`config.mk`:
```
export PLATFORM = sky130hd
export DESIGN_NAME = pi_output_limiter
export DESIGN_NICKNAME = d
export VERILOG_FILES = /design/src/rtl/pi_output_limiter_pkg.sv /design/src/rtl/fp64_order_key.sv /design/src/rtl/pi_output_limiter.sv
export SDC_FILE = /design/constraint.sdc
export NUM_CORES = 1
export LEC_CHECK = 0
export ABC_AREA = 1
export ABC_CLOCK_PERIOD_IN_PS = 1650
export BUFFER_PORTS_ARGS = -buffer_cell sky130_fd_sc_hd__buf_2
export CORE_UTILIZATION = 25
export DETAILED_ROUTE_END_ITERATION = 16
export SYNTH_ARGS = -nofsm -noshare
export SYNTH_HDL_FRONTEND = slang
export SYNTH_SLANG_ARGS = --single-unit
```
`constraint.sdc`:
```
create_clock -name clk -period 1.65 [get_ports clk]
set_clock_uncertainty 0.15 [all_clocks]
set_input_delay 0.165 -clock clk [delete_from_list [all_inputs] [get_ports clk]]
set_output_delay 0.165 -clock clk [all_outputs]
set_load 0.005 [all_outputs]
```
`src/rtl/pi_output_limiter_pkg.sv`:
```
// Shared types and constants for the PI output limiter.
// Double-precision constants double as limit defaults and test values.
`ifndef EXTENDED_SINGLE
`define EXTENDED_SINGLE 64
`endif
`ifndef N_WindTurbine
`define N_WindTurbine 8
`endif

package pi_output_limiter_pkg;

  localparam int WIDTH_DEF = `EXTENDED_SINGLE;
  localparam int N_CH_DEF  = `N_WindTurbine;

  typedef enum logic {
    IDLE = 1'b0,
    RUN  = 1'b1
  } state_t;

  localparam logic [63:0] FP_POS_ZERO = 64'h0000000000000000;
  localparam logic [63:0] FP_NEG_ZERO = 64'h8000000000000000;
  localparam logic [63:0] FP_HALF     = 64'h3FE0000000000000;
  localparam logic [63:0] FP_POS_ONE  = 64'h3FF0000000000000;
  localparam logic [63:0] FP_NEG_ONE  = 64'hBFF0000000000000;
  localparam logic [63:0] FP_TWO      = 64'h4000000000000000;
  localparam logic [63:0] FP_POS_INF  = 64'h7FF0000000000000;
  localparam logic [63:0] FP_NEG_INF  = 64'hFFF0000000000000;
  localparam logic [63:0] FP_QNAN     = 64'h7FF8000000000001;

  // Maps sign-magnitude doubles onto an unsigned total order.
  function automatic logic [63:0] order_key(input logic [63:0] v);
    return v[63] ? ~v : {1'b1, v[62:0]};
  endfunction

endpackage

```
`src/rtl/fp64_order_key.sv`:
```
// Sign-magnitude to unsigned-ordered key mapping for doubles.
// Unsigned compare of two keys gives the IEEE total order.
module fp64_order_key
  import pi_output_limiter_pkg::*;
#(
  parameter int WIDTH = WIDTH_DEF
) (
  input  logic [WIDTH-1:0] x,
  output logic [WIDTH-1:0] key
);

  assign key = x[WIDTH-1] ? ~x : {1'b1, x[WIDTH-2:0]};

endmodule

```
`src/rtl/pi_output_limiter.sv`:
```
// Two-stage clamp of a time-multiplexed double-precision burst.
// Flags per-channel saturation, NaN input and mid-burst restarts.
module pi_output_limiter
  import pi_output_limiter_pkg::*;
#(
  parameter int                N_CH     = N_CH_DEF,
  parameter int                WIDTH    = WIDTH_DEF,
  parameter logic [WIDTH-1:0]  LIMIT_HI = FP_POS_ONE,
  parameter logic [WIDTH-1:0]  LIMIT_LO = FP_POS_ZERO
) (
  input  logic                     clk,
  input  logic                     rst,
  input  logic                     sta,
  input  logic [WIDTH-1:0]         x,
  output logic [WIDTH-1:0]         y,
  output logic                     y_valid,
  output logic [$clog2(N_CH)-1:0]  y_ch,
  output logic                     done_sig,
  output logic [N_CH-1:0]          sat_hi,
  output logic [N_CH-1:0]          sat_lo,
  output logic                     nan_err,
  output logic                     overrun
);

  localparam int CW = $clog2(N_CH);
  localparam logic [WIDTH-1:0] KEY_HI = order_key(LIMIT_HI);
  localparam logic [WIDTH-1:0] KEY_LO = order_key(LIMIT_LO);
  localparam logic [CW-1:0] LAST_CH = CW'(N_CH - 1);

  state_t           state, state_nx;
  logic [CW-1:0]    ch_cnt, ch_cnt_nx;
  logic             cap;
  logic [CW-1:0]    cap_ch;
  logic [WIDTH-1:0] key_x;

  logic             s1_vld, s1_gt, s1_lt, s1_nan, s1_last;
  logic [WIDTH-1:0] s1_x;
  logic [CW-1:0]    s1_ch;

  logic [WIDTH-1:0] y_nx;
  logic             hi_nx, lo_nx, nan_nx;

  fp64_order_key #(.WIDTH(WIDTH)) u_key (
    .x   (x),
    .key (key_x)
  );

  always_comb begin
    state_nx  = state;
    ch_cnt_nx = ch_cnt;
    cap       = 1'b0;
    cap_ch    = ch_cnt;
    unique case (state)
      IDLE: begin
        if (sta) begin
          cap       = 1'b1;
          cap_ch    = '0;
          ch_cnt_nx = CW'(1);
          state_nx  = RUN;
        end
      end
      RUN: begin
        cap = 1'b1;
        // A new start abandons the running burst.
        if (sta) begin
          cap_ch    = '0;
          ch_cnt_nx = CW'(1);
        end else if (ch_cnt == LAST_CH) begin
          ch_cnt_nx = '0;
          state_nx  = IDLE;
        end else begin
          ch_cnt_nx = ch_cnt + CW'(1);
        end
      end
      default: begin
        state_nx = IDLE;
      end
    endcase
  end

  always_ff @(posedge clk) begin
    if (rst) begin
      state   <= IDLE;
      ch_cnt  <= '0;
      s1_vld  <= 1'b0;
      s1_x    <= '0;
      s1_gt   <= 1'b0;
      s1_lt   <= 1'b0;
      s1_nan  <= 1'b0;
      s1_ch   <= '0;
      s1_last <= 1'b0;
      overrun <= 1'b0;
    end else begin
      state  <= state_nx;
      ch_cnt <= ch_cnt_nx;
      s1_vld <= cap;
      if (cap) begin
        s1_x    <= x;
        s1_gt   <= key_x > KEY_HI;
        s1_lt   <= key_x < KEY_LO;
        s1_nan  <= (x[62:52] == 11'h7FF) && (x[51:0] != '0);
        s1_ch   <= cap_ch;
        s1_last <= cap_ch == LAST_CH;
      end
      if (sta && state == RUN) begin
        overrun <= 1'b1;
      end
    end
  end

  // NaN wins over the ordering flags, which are meaningless for it.
  always_comb begin
    y_nx   = s1_x;
    hi_nx  = 1'b0;
    lo_nx  = 1'b0;
    nan_nx = 1'b0;
    if (s1_nan) begin
      y_nx   = LIMIT_LO;
      nan_nx = 1'b1;
    end else if (s1_gt) begin
      y_nx  = LIMIT_HI;
      hi_nx = 1'b1;
    end else if (s1_lt) begin
      y_nx  = LIMIT_LO;
      lo_nx = 1'b1;
    end
  end

  always_ff @(posedge clk) begin
    if (rst) begin
      y        <= '0;
      y_valid  <= 1'b0;
      y_ch     <= '0;
      done_sig <= 1'b0;
      sat_hi   <= '0;
      sat_lo   <= '0;
      nan_err  <= 1'b0;
    end else begin
      y_valid  <= s1_vld;
      done_sig <= s1_vld & s1_last;
      if (s1_vld) begin
        y             <= y_nx;
        y_ch          <= s1_ch;
        sat_hi[s1_ch] <= hi_nx;
        sat_lo[s1_ch] <= lo_nx;
        if (nan_nx) begin
          nan_err <= 1'b1;
        end
      end
    end
  end

endmodule

```
== Yosys cells after proc, flatten, opt, wreduce, memory -nomap -nowiden ==
Index checks and enable logic that the tools add are counted.
Word-level totals
  output and inout port bits: 87
  register bits: 163
Operators by class
  reductions and logical operators: 5
  bitwise gates (word level): 3
  equal/unequal tests: 4
  order comparisons: 4
  muxes and demuxes: 24
  add/subtract/negate cells: 1
Operators by type and width (number)
  64-bit two-way mux: 4
  64-bit > comparator (second input constant): 1
  64-bit < comparator (second input constant): 1
  64-bit inverter: 1
  52-bit nonzero test: 1
  8-bit bitwise mux: 2
  3-bit two-way mux: 4
  11-bit == test (second input constant): 1
  1-bit two-way mux: 10
  3-bit == test (second input constant): 2
  3-bit one-hot mux with 2 select lines: 1
  3-bit by 4-bit < comparator with 1-bit output (second input constant): 1
  1-bit one-hot mux with 2 select lines: 2
  3-bit by 1-bit adder with 3-bit output (second input constant): 1
  1-bit demux with 3-bit select: 1
  3-bit by 1-bit >= comparator with 1-bit output (second input constant): 1
  1-bit logical AND: 3
  2-bit inequality test (second input constant): 1
  2-bit AND reduction: 1
  1-bit bitwise AND: 1
  1-bit inverter: 1

== Longest topological paths before layout ==
  word-level depth: 5
  gate-level depth with buffers: 8
  mapped depth without buffers: 8

== Modules after synthesis ==
Synthesis repeated with hierarchy kept, for this count alone.
Second synthesis, totals
  cells, all modules: 1139
  area, all modules: 7777.5 um2
By module, submodules not included
  pi_output_limiter: cells an instance 873, instances 1, area an instance 6491.2 um2
  fp64_order_key: cells an instance 266, instances 1, area an instance 1286.2 um2

== Worst setup path before layout ==
OpenSTA, ideal clock, no wires.
  kind: register to register
  start: reg s1_vld
  end: reg y[10]
  required time: 1.414 ns
  stages on the path, launching flop included: 6
  slack: 0.420 ns
  buffers on the path: 1
  library setup time: 0.086 ns
  clock period less this slack: 1.230 ns
  arrival: 0.995 ns
  cells stage by stage: dfxtp_1 inv_2 nor2_4 nand3_4 buf_6 o31ai_2
RTL lines
  start: declaration: line pi_output_limiter.sv:36  | logic s1_vld, s1_gt, s1_lt, s1_nan, s1_last;
  start signal: assignment: line pi_output_limiter.sv:96  | s1_vld <= cap;
  end signal: assignment: line pi_output_limiter.sv:142  | y <= y_nx;
  end: declaration: line pi_output_limiter.sv:15  | output logic [WIDTH-1:0] y,

== Worst setup path after layout ==
  start: in x[28]
  end: reg s1_gt
On the way
  cells in the longest elaborated chain, start to end: 3
RTL lines
  start: declaration: line pi_output_limiter.sv:14  | input logic [WIDTH-1:0] x,
  64-bit inverter: line fp64_order_key.sv:12  | assign key = x[WIDTH-1] ? ~x : {1'b1, x[WIDTH-2:0]};
  64-bit two-way mux *: line fp64_order_key.sv:12
  64-bit > comparator *: line pi_output_limiter.sv:99  | s1_gt <= key_x > KEY_HI;
  end signal: assignment: line pi_output_limiter.sv:99
  end: declaration: line pi_output_limiter.sv:36
Every way passes the cells marked *; elsewhere a longest branch is shown, timed or not.
A chain may end at the register's enable or synchronous reset.

==> flow_metrics.py <==
metrics = {
    "clock_network": {
        "clk_latency_ns": 0.42,
        "cts_root_buffer": "clkbuf_16",
        "cts_max_path_buffers": 2,
        "path_clk_slew_ns": 0.06,
        "cts.htree.levels": 4,
        "post_cts_buffers": 0,
        "cts.sinks": 162,
        "tritoncts": "yes",
        "numCtsBuffers": 17,
    },
    "sta": {
        "slew_viol_final": 0,
        "worst_pin_slew_ns": 0.510,
        "max_freq_ghz": 0.668,
        "hold_viol": 0,
        "slew_headroom_pct": 65.9,
        "rsz0062_at_grt": "no",
        "finalCriticalPeriod_ns": 1.50,
        "finalCritPeriodShare_pct": 90.7,
        "tns_ns": 0,
        "setup_viol": 0,
    },
    "critical_path": {
        "crit_path_cell_trace": "dlygate4sd3_1 > buf_2 > nor2_1 > nand2_1 > nor2_1 > nand2_1 > nor2_1 > nand3_1 > nand2_1 > a21oi_1",
        "cp_slowest_cell": "dlygate4sd3_1",
        "end_kind": "flop",
        "startpoint_type": "input port",
        "worst-r2r-cell-count": 5,
        "r2r_start": "s1_vld",
        "worstSetupPathType": "input port to flop",
        "cp.arrival_ns": 1.65,
        "crit_start": "x[28]",
        "crit_end": "s1_gt",
        "cpPeakStageDelay_ns": 0.55,
        "worstPathRequired_ns": 1.80,
        "critPathMaxFanout": 2,
        "timing.rr.end": "sat_lo[3]",
        "reg2reg_slack_ns": 0.24,
    },
    "synth": {
        "syn-num-nets": 836,
        "synth_edf_count": 0,
        "synth_area_per_cell_um2": 8.14,
        "async_flop_share_pct": 0,
        "ys_ff_latch": 162,
        "synth_ff_type": "dfxtp_1",
        "synthDistinctLibCells": 23,
        "syn_inst": 767,
        "synth_area_um2": 6240,
        "yosys_warnings": 0,
        "yosysSeqAreaShare_pct": 52.0,
    },
    "drt": {
        "wl_per_cell_um": 14.3,
        "drc": 0,
        "drt_iter0_markers": 363,
        "num_vias": 5840,
        "routed_via_density": 4.48,
        "drt-total-wl_mm": 18.6,
        "drt_first_pass_iters": 4,
        "ant_nets": 0,
    },
    "place": {
        "routabilityCongestion": 0.798,
        "dpl.hpwl_mm": 12.0,
        "io_buffers": 153,
    },
    "global_routing": {
        "antenna_found_initial": 0,
        "grt_pass1_vias": 5739,
        "grt_pass1_wl_mm": 29.9,
        "grt_max_degree": 71,
        "grt_overflow_total": 0,
        "grt_usage_pct": 14.8,
    },
    "cells_and_area": {
        "fillers": 2554,
        "diodes": 0,
        "multiInputGateArea_um2": 2560,
        "regArea_um2": 3240,
        "area_growth_pct": 38.4,
        "final_util_pct": 35.4,
        "layout_commonest_cell": "dfxtp_1",
        "drive_gt1_share_pct": 24.7,
        "final_cell_mix": "dfxtp_1 (162), buf_2 (153), nor2_1 (124)",
        "nNetsFinal": 1037,
    },
    "floorplan": {
        "dieArea_um2": 25600,
        "rows": 57,
        "die_x_um": 160,
        "die_h_um": 160,
        "core_um2": 24400,
        "start_util_pct": 25.6,
        "ios": 154,
    },
    "hold_path": {
        "holdCritPathClass": "input port to flop",
    },
    "outcome": {
        "status": "complete, no violations",
    },
    "power_and_ir_drop": {
        "power_density_nw_per_um2": 1080,
        "power.leakage_uw": 0.00368,
        "peakVddDrop_mv": 0.471,
    },
    "job": {
        "cap_violations": 0,
    },
}
layer usage:
metal	vias up	global-route usage [%]	routed length [um]
li1	2968	-	-
met1	2708	17.8	8280
met2	139	25.6	9170
met3	25	2.70	724
met4	0	6.80	465
met5	-	0	0
per-stage QoR:
stage               cell area (um^2)  power [uW]  instances  hold slack (ns)  setup slack, ns
CTS                             8620        9460       1305           0.0228           0.0479
global route                    8640        9740       1305           0.0681           0.0110
finish                          8640        9320       1305           0.0344            0.153
global placement                7360        5150       1208            0.287           0.0928
detailed placement              7360        5160       1208            0.287           0.0907
floorplan                       6240        4790        767            0.136            0.420
power by group:
group	switching, uW	internal (uW)
clock network	1660	2470
registers	84.9	4110
logic	576	413
total	2330	7000
registers in the layout, indices dropped and copies added (netlist names):
signal / cells
sat_hi: 8
ch_cnt: 3
y_valid: 1
done_sig: 1
y: 64
sat_lo: 8
s1_vld: 1
s1_last: 1
s1_nan: 1
y_ch: 3
nan_err: 1
s1_lt: 1
state: 1
s1_ch: 3
s1_gt: 1
overrun: 1
s1_x: 63
cell type report:
class                           count  area share (%)
Multi-Input combinational cell    502            29.6
Timing Repair Buffer              234            18.8
Tap cell                          324            4.69
Clock buffer                       20            5.29
Inverter                           51            2.25
Clock inverter                     12            1.81
Sequential cell                   162            37.5
critical path, delay by kind of cell:
| family | cells | cell delay (ns) |
|---|---|---|
| AOI/OAI and AO/OA | 1 | 0.06 |
| buffers and inverters | 2 | 0.69 |
| and+or+nand+nor | 7 | 0.72 |
worst min-delay path by stage:
stage               start  endpoint  slack [ns]  depth (start not counted)
floorplan             sta     state        0.14                          2
global placement    x[60]  s1_x[60]        0.29                          3
detailed placement  y[63]     y[63]        0.29                          2
CTS                   rst     y[63]        0.02                          4
global route          rst  s1_x[15]        0.07                          4
finish                rst     y[63]        0.03                          4
what timing repair did:
item                                   CTS  global route
setup endpoints to repair                0             2
endpoints found under the hold margin   68             0
resized for setup                        0             4
hold buffers                            65             0
cell families after synthesis:
logic type	after synthesis	synth area share, %
AND/OR/NAND/NOR	289	19.7
flip-flops	162	52.0
buffers and inverters	103	7.26
AO/OA/AOI/OAI	211	20.6
adder cells (fa/ha/maj)	2	0.401
cells in the mapped netlist, types with 3 or more instances:
library cell | instances | area, um^2
clkbuf_1 | 16 | 60.1
dfxtp_1 | 162 | 3240
nor2_1 | 127 | 477
o31ai_2 | 30 | 375
nand2_1 | 70 | 263
o31ai_1 | 3 | 22.5
buf_6 | 3 | 33.8
inv_2 | 4 | 15.0
nand3_1 | 71 | 355
nand4_1 | 3 | 18.8
buf_1 | 4 | 15.0
buf_4 | 3 | 22.5
a21oi_1 | 67 | 335
nor3_1 | 13 | 65.1
inv_1 | 47 | 176
o21ai_0 | 111 | 556
buf_2 | 24 | 120
Note: power is estimated with default switching activity, not from simulation.
